==> src/rtl/lmul_uop_sequencer_pkg.sv <==
// rvv_lmul_pkg: shared definitions for vector register grouping.
// Holds the vlmul encodings, the encoding-to-uop-count decode, the group
// alignment check and the sequencer state type. The decode function is also
// used by the vtype/CSR logic, so it stays free of module parameters: the
// count for the reserved encoding is passed in by the caller.
package rvv_lmul_pkg;

  localparam logic [2:0] VLMUL_M1   = 3'b000;
  localparam logic [2:0] VLMUL_M2   = 3'b001;
  localparam logic [2:0] VLMUL_M4   = 3'b010;
  localparam logic [2:0] VLMUL_M8   = 3'b011;
  localparam logic [2:0] VLMUL_RSVD = 3'b100;
  localparam logic [2:0] VLMUL_MF8  = 3'b101;
  localparam logic [2:0] VLMUL_MF4  = 3'b110;
  localparam logic [2:0] VLMUL_MF2  = 3'b111;

  // Wide enough to hold a count of 8.
  localparam int unsigned LMUL_CNT_W = 4;

  typedef enum logic {
    ST_IDLE,
    ST_ISSUE
  } seq_state_e;

  // Number of single-register micro-ops for an encoded vlmul.
  // Fractional groups still occupy one register.
  function automatic logic [LMUL_CNT_W-1:0] lmul_decode(
    input logic [2:0]            enc,
    input logic [LMUL_CNT_W-1:0] max_lmul
  );
    logic [LMUL_CNT_W-1:0] cnt;
    case (enc)
      VLMUL_M1:   cnt = 4'd1;
      VLMUL_M2:   cnt = 4'd2;
      VLMUL_M4:   cnt = 4'd4;
      VLMUL_M8:   cnt = 4'd8;
      VLMUL_RSVD: cnt = max_lmul;
      default:    cnt = 4'd1;
    endcase
    return cnt;
  endfunction

  // A group of cnt registers must start on a multiple of cnt. low_or is the
  // OR of the low three bits of every specifier in the group, so a single
  // mask test covers all of them at once.
  function automatic logic lmul_aligned(
    input logic [LMUL_CNT_W-1:0] cnt,
    input logic [2:0]            low_or
  );
    logic [LMUL_CNT_W-1:0] mask;
    mask = cnt - 4'd1;
    return (low_or & mask[2:0]) == 3'b000;
  endfunction

endpackage

==> src/rtl/lmul_uop_sequencer.sv <==
// lmul_uop_sequencer: splits one grouped RVV instruction into LMUL
// single-register micro-ops, with the register specifiers advancing by one
// per micro-op, and holds IF1/IF2 stalled while a group is in flight.
//
// Ports:
//   clk, rst_n                 clock, synchronous active-low reset
//   in_valid / in_ready        decoded instruction handshake
//   raA, raB, rdest            base specifiers of the group
//   lmul_reg                   encoded vlmul from vtype
//   flush                      discard the in-flight group
//   out_valid / out_ready      micro-op handshake
//   raA_out, raB_out, rdest_out  micro-op specifiers (registered)
//   uop_idx, uop_last          position of the micro-op within its group
//   fe_stall                   stall request to the front end
//   illegal                    one-cycle pulse for a rejected misaligned group
module lmul_uop_sequencer
  import rvv_lmul_pkg::*;
#(
  parameter int unsigned REG_ADDR_W = 5,
  parameter int unsigned MAX_LMUL   = 8
) (
  input  logic                  clk,
  input  logic                  rst_n,
  input  logic                  in_valid,
  output logic                  in_ready,
  input  logic [REG_ADDR_W-1:0] raA,
  input  logic [REG_ADDR_W-1:0] raB,
  input  logic [REG_ADDR_W-1:0] rdest,
  input  logic [2:0]            lmul_reg,
  input  logic                  flush,
  output logic                  out_valid,
  input  logic                  out_ready,
  output logic [REG_ADDR_W-1:0] raA_out,
  output logic [REG_ADDR_W-1:0] raB_out,
  output logic [REG_ADDR_W-1:0] rdest_out,
  output logic [2:0]            uop_idx,
  output logic                  uop_last,
  output logic                  fe_stall,
  output logic                  illegal
);

  seq_state_e state_q, state_d;

  logic [REG_ADDR_W-1:0] base_a_q, base_b_q, base_d_q;
  logic [REG_ADDR_W-1:0] base_a_d, base_b_d, base_d_d;
  logic [LMUL_CNT_W-1:0] cnt_q, cnt_d;
  logic [REG_ADDR_W-1:0] raA_d, raB_d, rdest_d;
  logic [2:0]            idx_d;
  logic                  last_d;
  logic                  illegal_d;

  logic                  hs;
  logic                  accept;
  logic [LMUL_CNT_W-1:0] dec_cnt;
  logic                  dec_ok;
  logic [2:0]            idx_inc;

  always_comb begin
    out_valid = (state_q == ST_ISSUE);
    hs        = out_valid && out_ready;
    // Ready also in the cycle the last uop leaves, so a waiting instruction
    // loads without a bubble.
    in_ready  = !flush && ((state_q == ST_IDLE) || (hs && uop_last));
    fe_stall  = (state_q == ST_ISSUE) && !(out_ready && uop_last);
    accept    = in_valid && in_ready;

    dec_cnt = lmul_decode(lmul_reg, LMUL_CNT_W'(MAX_LMUL));
    dec_ok  = lmul_aligned(dec_cnt, raA[2:0] | raB[2:0] | rdest[2:0]);
    idx_inc = uop_idx + 3'd1;

    state_d   = state_q;
    base_a_d  = base_a_q;
    base_b_d  = base_b_q;
    base_d_d  = base_d_q;
    cnt_d     = cnt_q;
    raA_d     = raA_out;
    raB_d     = raB_out;
    rdest_d   = rdest_out;
    idx_d     = uop_idx;
    last_d    = uop_last;
    illegal_d = 1'b0;

    if (flush) begin
      state_d = ST_IDLE;
      idx_d   = '0;
      last_d  = 1'b0;
    end else if (accept) begin
      base_a_d = raA;
      base_b_d = raB;
      base_d_d = rdest;
      cnt_d    = dec_cnt;
      idx_d    = '0;
      if (dec_ok) begin
        state_d = ST_ISSUE;
        raA_d   = raA;
        raB_d   = raB;
        rdest_d = rdest;
        last_d  = (dec_cnt == 4'd1);
      end else begin
        state_d   = ST_IDLE;
        last_d    = 1'b0;
        illegal_d = 1'b1;
      end
    end else if (hs) begin
      if (uop_last) begin
        state_d = ST_IDLE;
        idx_d   = '0;
        last_d  = 1'b0;
      end else begin
        // Specifiers are precomputed for the next index so the outputs
        // come straight from flops.
        idx_d   = idx_inc;
        raA_d   = base_a_q + REG_ADDR_W'(idx_inc);
        raB_d   = base_b_q + REG_ADDR_W'(idx_inc);
        rdest_d = base_d_q + REG_ADDR_W'(idx_inc);
        last_d  = ({1'b0, idx_inc} == (cnt_q - 4'd1));
      end
    end
  end

  always_ff @(posedge clk) begin
    if (!rst_n) begin
      state_q   <= ST_IDLE;
      base_a_q  <= '0;
      base_b_q  <= '0;
      base_d_q  <= '0;
      cnt_q     <= '0;
      raA_out   <= '0;
      raB_out   <= '0;
      rdest_out <= '0;
      uop_idx   <= '0;
      uop_last  <= 1'b0;
      illegal   <= 1'b0;
    end else begin
      state_q   <= state_d;
      base_a_q  <= base_a_d;
      base_b_q  <= base_b_d;
      base_d_q  <= base_d_d;
      cnt_q     <= cnt_d;
      raA_out   <= raA_d;
      raB_out   <= raB_d;
      rdest_out <= rdest_d;
      uop_idx   <= idx_d;
      uop_last  <= last_d;
      illegal   <= illegal_d;
    end
  end

endmodule
==> config.mk <==
export PLATFORM = sky130hd
export DESIGN_NAME = lmul_uop_sequencer
export DESIGN_NICKNAME = d
export VERILOG_FILES = /design/src/rtl/lmul_uop_sequencer_pkg.sv /design/src/rtl/lmul_uop_sequencer.sv
export SDC_FILE = /design/constraint.sdc
export NUM_CORES = 1
export LEC_CHECK = 0
export ABC_CLOCK_PERIOD_IN_PS = 3300
export BUFFER_PORTS_ARGS = -buffer_cell sky130_fd_sc_hd__buf_2
export CORE_MARGIN = 1.5
export CORE_UTILIZATION = 38
export DETAILED_ROUTE_END_ITERATION = 8
export GPL_ROUTABILITY_DRIVEN = 0
export PLACE_DENSITY_LB_ADDON = 0.1
export SLEW_MARGIN = 40
export SYNTH_ARGS = -nofsm -noshare
export SYNTH_HDL_FRONTEND = slang
export SYNTH_SLANG_ARGS = --single-unit
==> constraint.sdc <==
create_clock -name clk -period 3.3 [get_ports clk]
set_clock_uncertainty 0.2 [all_clocks]
set_input_delay 0.66 -clock clk [delete_from_list [all_inputs] [get_ports clk]]
set_output_delay 0.66 -clock clk [all_outputs]
set_load 0.1 [all_outputs]
==> qor.yml, run 1 <==
powerDensity_mw_per_mm2: 446
wl_per_cell_um: 15.6
hold_viol: 0
die_w_um: 77.4
ys_seq_area_frac: 0.380
die_h_um: 77.4
yosys_warnings: 0
drv_cap: 0
slew_headroom: 0.507
totalWireLength_mm: 5.73
cts_tree: "done"
setup_violations: 0
grt_overflow: 0
coreArea_mm2: 0.00524
cts_setup_buffers: 0
clk_pin_slew_ps: 80
dp_cells: 360
ir_drop_v: 0.000145
dieArea_mm2: 0.00600
via_per_inst: 5.30
cp_max_fo: 9
max_slew.worst_pin.slew_ps: 738
synth_area_mm2: 0.00211
grt_pass1_wl_mm: 9.53
cts.htree.levels: 2
port-buffer-count: 45
hold_path.class: "reg -> reg"
grtUsageTotal: 0.206
cts.sinks: 40
slew_violations: 0
syn-instance-count: 251
rows: 26
antenna_found_initial: 0
dr.pass1.iters: 4
dp_hpwl_mm: 4.14
insertion_delay_ps: 300
grt_max_degree: 21
fmaxAchievable_mhz: 405
ant_nets: 0
start_util: 0.402
drc: 0
fin_total_pwr_mw: 1.12
worst_setup_path_end_kind: "primary output"
cts_resized: 0
rsz0062_at_grt: "false"
avgSynthCellArea_um2: 8.39
area_delta_synth_final_pct: 19.3
first_global_vias: 1860
crit_chain: "a21bo_2 > inv_1 > nor2_4 > buf_2"
path_class: "reg -> out"
leakagePower_nw: 1.14
ios: 46
cts_root_buf: "clkbuf_8"
num_vias: 1944
clk_path_buf_depth: 2
cp_slowest_stage_delay_ps: 510
cp.required_ps: 2440
n_antenna_cell: 0
tns_ps: 0
critPathArrivalTime_ps: 1610
crit_slowest_cell: "dfxtp_1"
final_nets: 334
layout-drive-gt1-share: 0.215
finalCritPeriodShare: 0.747
cts-buffers-inserted: 5
period_needed_ps: 2470
synth_nets: 288
drtIter0Drc: 77
synth_cell_type_count: 40
stdcell_count: 367
setup.worst_path.start_class: "flip-flop"
ctsHoldBuffers: 0
synth_seq_cells: 40
status: "finished, final reports clean"
metal layers:
layer	track usage	vias to the layer above	routed length [um]
li1	-	972	-
met5	0	-	0
met2	0.311	48	2500
met1	0.290	918	2900
met3	0.0471	6	269
met4	0.0655	0	67
state kept, by name (all words and copies together) (netlist names):
signal     cells
base_b_q       5
rdest_out      5
raB_out        5
out_valid      1
uop_idx        3
raA_out        5
cnt_q          4
illegal        1
base_a_q       5
base_d_q       5
uop_last       1
Yosys cell counts:
cell type,instances,area [um2]
a21o_1,7,52.6
a211oi_1,2,15.0
or3_1,1,6.26
a22o_1,3,26.3
and3_1,1,6.26
dfxtp_1,40,801
o22ai_1,3,18.8
a21bo_2,1,10.0
mux2i_1,1,10.0
o211ai_4,1,21.3
nand2_1,54,203
nand3_1,4,20.0
nor4_1,1,6.26
nor2b_1,1,6.26
nand4b_1,1,8.76
nand3b_1,1,7.51
clkbuf_1,7,26.3
buf_6,1,11.3
or3b_1,1,8.76
ha_1,11,138
xnor2_1,10,87.6
a21boi_0,3,22.5
nor3b_1,2,15.0
nor3_1,16,80.1
o21ai_1,1,5.00
a31oi_1,2,12.5
a21oi_1,28,140
nand2b_1,3,18.8
inv_1,5,18.8
fa_1,3,60.1
o211a_1,1,10.0
o21a_1,1,7.51
buf_2,5,25.0
o21ai_0,1,5.00
a311oi_1,10,87.6
and2_1,1,6.26
o21ai_2,1,8.76
xor2_1,5,43.8
nand2_4,1,11.3
nor2_1,10,37.5
through the flow:
| step | instance area, um2 | setup WS [ps] | util | hold WS (ps) |
|---|---|---|---|---|
| floorplan | 2110 | 18.5 | - | 240 |
| global placement | 2420 | 799 | 0.461 | 249 |
| detailed placement | 2420 | 812 | 0.461 | 254 |
| CTS | 2510 | 846 | 0.480 | 265 |
| global route | 2510 | 776 | 0.480 | 283 |
| finish | 2510 | 833 | 0.480 | 264 |
cell families after synthesis:
logic type	count (synthesis)	synth area share
and+or+nand+nor	98	0.210
AOI/OAI and AO/OA	65	0.210
buffers and inverters	18	0.0386
adders and majority gates	14	0.0939
xor gates and xnor gates	15	0.0624
muxes	1	0.00475
DFF	40	0.380
worst paths after layout:
| check | start | to | slack (ps) | cells after the start |
|---|---|---|---|---|
| min | base_d_q[2] | base_d_q[2] | 260 | 2 |
| min reg2reg | base_d_q[2] | base_d_q[2] | 260 | 2 |
| max | uop_last | in_ready | 830 | 4 |
| max reg2reg | uop_idx[0] | raB_out[4] | 930 | 7 |
critical path, delay by kind of cell (launching register included):
kind                   cells  cell delay (ps)
AND/OR/NAND/NOR            1               80
flip-flops                 1              510
AO/OA/AOI/OAI              1              200
buffers and inverters      2              510
where the power goes:
group	internal, mW	leakage, nW	switching (mW)
registers	0.504	0.326	0.0142
logic	0.0634	0.759	0.176
clock network	0.186	0.0503	0.176
total	0.754	1.14	0.366
final cells by class:
type / instances / area (um2)
fillers: 555 / 2730
well taps: 70 / 87.6
flip-flops and latches: 40 / 801
multi-input cells: 193 / 1230
inverters: 5 / 18.8
repair buffers: 52 / 278
clock buffers: 7 / 96.3
layout by cell type, fill, tap and decap left out, types with 3 or more instances in the layout:
cell type / count
a22o_1: 3
clkbuf_8: 7
a21oi_1: 28
xor2_1: 5
a21boi_0: 3
fa_1: 3
nand3_1: 4
nand2b_1: 3
ha_1: 11
dfxtp_1: 40
buf_4: 7
xnor2_1: 10
inv_1: 5
a21o_1: 7
nor2_1: 9
nand2_1: 54
a311oi_1: 10
o22ai_1: 3
buf_2: 45
nor3_1: 16
(Power assumes the default switching activity.)
==> run 2: changes to the inputs <==
--- a/config.mk
+++ b/config.mk
@@ -5,7 +5,8 @@
 export SDC_FILE = /design/constraint.sdc
 export NUM_CORES = 1
 export LEC_CHECK = 0
-export ABC_CLOCK_PERIOD_IN_PS = 3300
+export ABC_AREA = 1
+export ABC_CLOCK_PERIOD_IN_PS = 2200
 export BUFFER_PORTS_ARGS = -buffer_cell sky130_fd_sc_hd__buf_2
 export CORE_MARGIN = 1.5
 export CORE_UTILIZATION = 38
==> constraint.sdc (replaced) <==
create_clock -name clk -period 2.2 [get_ports clk]
set_clock_uncertainty 0.2 [all_clocks]
set_input_delay 0.44 -clock clk [delete_from_list [all_inputs] [get_ports clk]]
set_output_delay 0.44 -clock clk [all_outputs]
set_load 0.1 [all_outputs]
==> qor.yml, run 2 <==
synth_area_mm2: 0.00220  # +4.6%
ys_seq_area_frac: 0.363  # -0.0168
fillers: 584  # +5.2%
layout.cells.most_common: "nand2_1"
ir_drop_v: 0.000263  # +82%
wl_per_cell_um: 12.8  # -18%
die_w_um: 79.1  # +2.2%
cp.required_ps: 2200  # -240 ps
ys_top_cells_by_area: "dfxtp_1 36%, nand2_1 16%, a21oi_1 8.4%, ha_1 6.2%, nor2_1 5.3%"
num_vias: 2133  # +9.7%
area_delta_synth_final_pct: 26.2
final_cell_mix: "88 x nand2_1, 44 x buf_2, 35 x dfxtp_1"
synth_edf_count: 0  # unchanged
slew_violations: 0  # unchanged
hold_viol: 0  # unchanged
register_area_um2: 815  # +1.7%
crit_buf_inv: 2  # unchanged
grt_overflow: 0  # unchanged
slew_headroom: 0.663  # +0.156
die_h_um: 79.1  # +2.2%
first_global_vias: 2034  # +9.4%
synth_common_cells: "93 x nand2_1, 40 x dfxtp_1, 37 x a21oi_1"
fmaxAchievable_mhz: 474
final_nets: 399  # +19%
stdcell_count: 434  # +18%
clk_path_buf_depth: 2  # unchanged
max_slew.worst_pin.slew_ps: 501  # -238 ps
worst_setup_path_end_kind: "flip-flop"
cts.sinks: 40  # unchanged
synth_top_area_share: 0.363  # -0.0168
ctsHoldBuffers: 0  # unchanged
via_per_inst: 4.91  # -7.2%
synth_top_area_cell: "dfxtp_1"
ant_nets: 0  # unchanged
synth_cell_type_count: 31  # -23%
synthArstFlopShare: 0  # unchanged
dp_hpwl_mm: 4.01  # -3.2%
setup.worst_path.start_class: "flip-flop"
status: "finished, final reports clean"
synth_most_common_cell: "nand2_1"
port-buffer-count: 45  # unchanged
cts_tree: "done"
yosys_warnings: 0  # unchanged
avgSynthCellArea_um2: 7.15  # -15%
powerDensity_mw_per_mm2: 613  # +38%
grtUsageTotal: 0.195  # -0.0109
crit_chain: "buf_6 > clkinvlp_4 > ha_4 > fa_2 > nand2_2 > nand2_2 > a21oi_2 > nand3b_1 > nand2_1 > a21oi_2 > nor2_1"
dieArea_mm2: 0.00626  # +4.5%
critPathTopFamily: "adder cells"
crit_slowest_cell: "fa_2"
layout-drive-gt1-share: 0.271  # +0.0552
fin_ws_ps: 88.7  # -745 ps
period_needed_ps: 2110
dr.pass1.iters: 4  # unchanged
setup_violations: 0  # unchanged
dp_cells: 423  # +18%
path_class: "reg -> reg"
grt_pass1_wl_mm: 9.42  # -1.2%
cp_max_fo: 4  # -5
cts_root_buf: "clkbuf_8"
syn-instance-count: 308  # +23%
ios: 46  # unchanged
antenna_found_initial: 0  # unchanged
finalCritPeriodShare: 0.960
drc: 0  # unchanged
drv_cap: 0  # unchanged
grt_max_degree: 25  # +19%
ys.flop_type: "dfxtp_1"
synth_seq_cells: 40  # unchanged
start_util: 0.398  # -0.00436
rows: 27  # +3.8%
synth_nets: 345  # +20%
drtIter0Drc: 50  # -35%
coreArea_mm2: 0.00554  # +5.8%
clk_pin_slew_ps: 80  # about the same
leakagePower_nw: 1.35  # +19%
place_ws_ps: -77.5  # -890 ps
n_antenna_cell: 0  # unchanged
multiInputGateArea_mm2: 0.00134  # +8.7%
cts-buffers-inserted: 5  # unchanged
fin_total_pwr_mw: 1.71  # +52%
totalWireLength_mm: 5.57  # -2.8%
hold_path.class: "in -> reg"
insertion_delay_ps: 300  # about the same
critPathArrivalTime_ps: 2110  # +500 ps
cp_slowest_stage_delay_ps: 390  # -120 ps
cts.htree.levels: 2  # unchanged
run 2: cells by family after synthesis:
logic type      after synthesis  synth area share
simple gates                164             0.333
compound gates               49             0.118
flops                        40             0.363
buf+inv                      35            0.0721
fa+ha+maj                    14            0.0897
xor+xnor                      6            0.0239
run 2: power breakdown:
part	switching, mW	internal [mW]
logic	0.316	0.122
registers	0.0262	0.759
clock network	0.266	0.216
run 2: worst paths after layout:
kind	start	endpoint	cells after the start	slack, ps
worst max register to register	uop_idx[0]	rdest_out[4]	11	90
worst max-delay path	uop_idx[0]	rdest_out[4]	11	90
worst min-delay path	rdest[4]	base_d_q[4]	3	210
worst min register to register	base_d_q[2]	base_d_q[2]	2	270
run 2: layout make-up:
class                      count  area share
sequential                    40       0.293
clock buffer                   6      0.0261
inverter                      24      0.0382
tap                           72      0.0324
clock inverter                 1     0.00180
multi-input combinational    233       0.481
timing repair buffer          58       0.127
run 2: routing by layer:
| layer | vias up | share of wire | GRT usage |
|---|---|---|---|
| met5 | - | 0 | 0 |
| met4 | 0 | 0.014 | 0.0596 |
| met3 | 7 | 0.045 | 0.0414 |
| met2 | 44 | 0.48 | 0.334 |
| met1 | 980 | 0.46 | 0.244 |
| li1 | 1102 | - | - |
run 2: timing repair:
item                                    CTS  global route
endpoints found under the setup margin    9             9
gates resized for setup                   1            20
setup buffers                             0             4
pin swaps                                 0            10
run 2: worst register-to-register path: stages (launching register included):
cell	delay (ps)
dfxtp_4	350
buf_6	100
clkinvlp_4	160
ha_4	220
fa_2	390
nand2_2	80
nand2_2	70
a21oi_2	120
nand3b_1	110
nand2_1	60
a21oi_2	100
nor2_1	60
run 2: stage by stage:
step | cell area (um2) | TNS (ps) | hold WS [ps] | utilization
2_1_floorplan | 2240 | -4460 | 248 | -
3_3_place_gp | 2580 | -199 | 258 | 0.465
3_5_place_dp | 2580 | -593 | 263 | 0.465
4_1_cts | 2660 | 0 | 203 | 0.481
5_1_grt | 2780 | -52.4 | 213 | 0.502
6_report | 2780 | 0 | 206 | 0.502
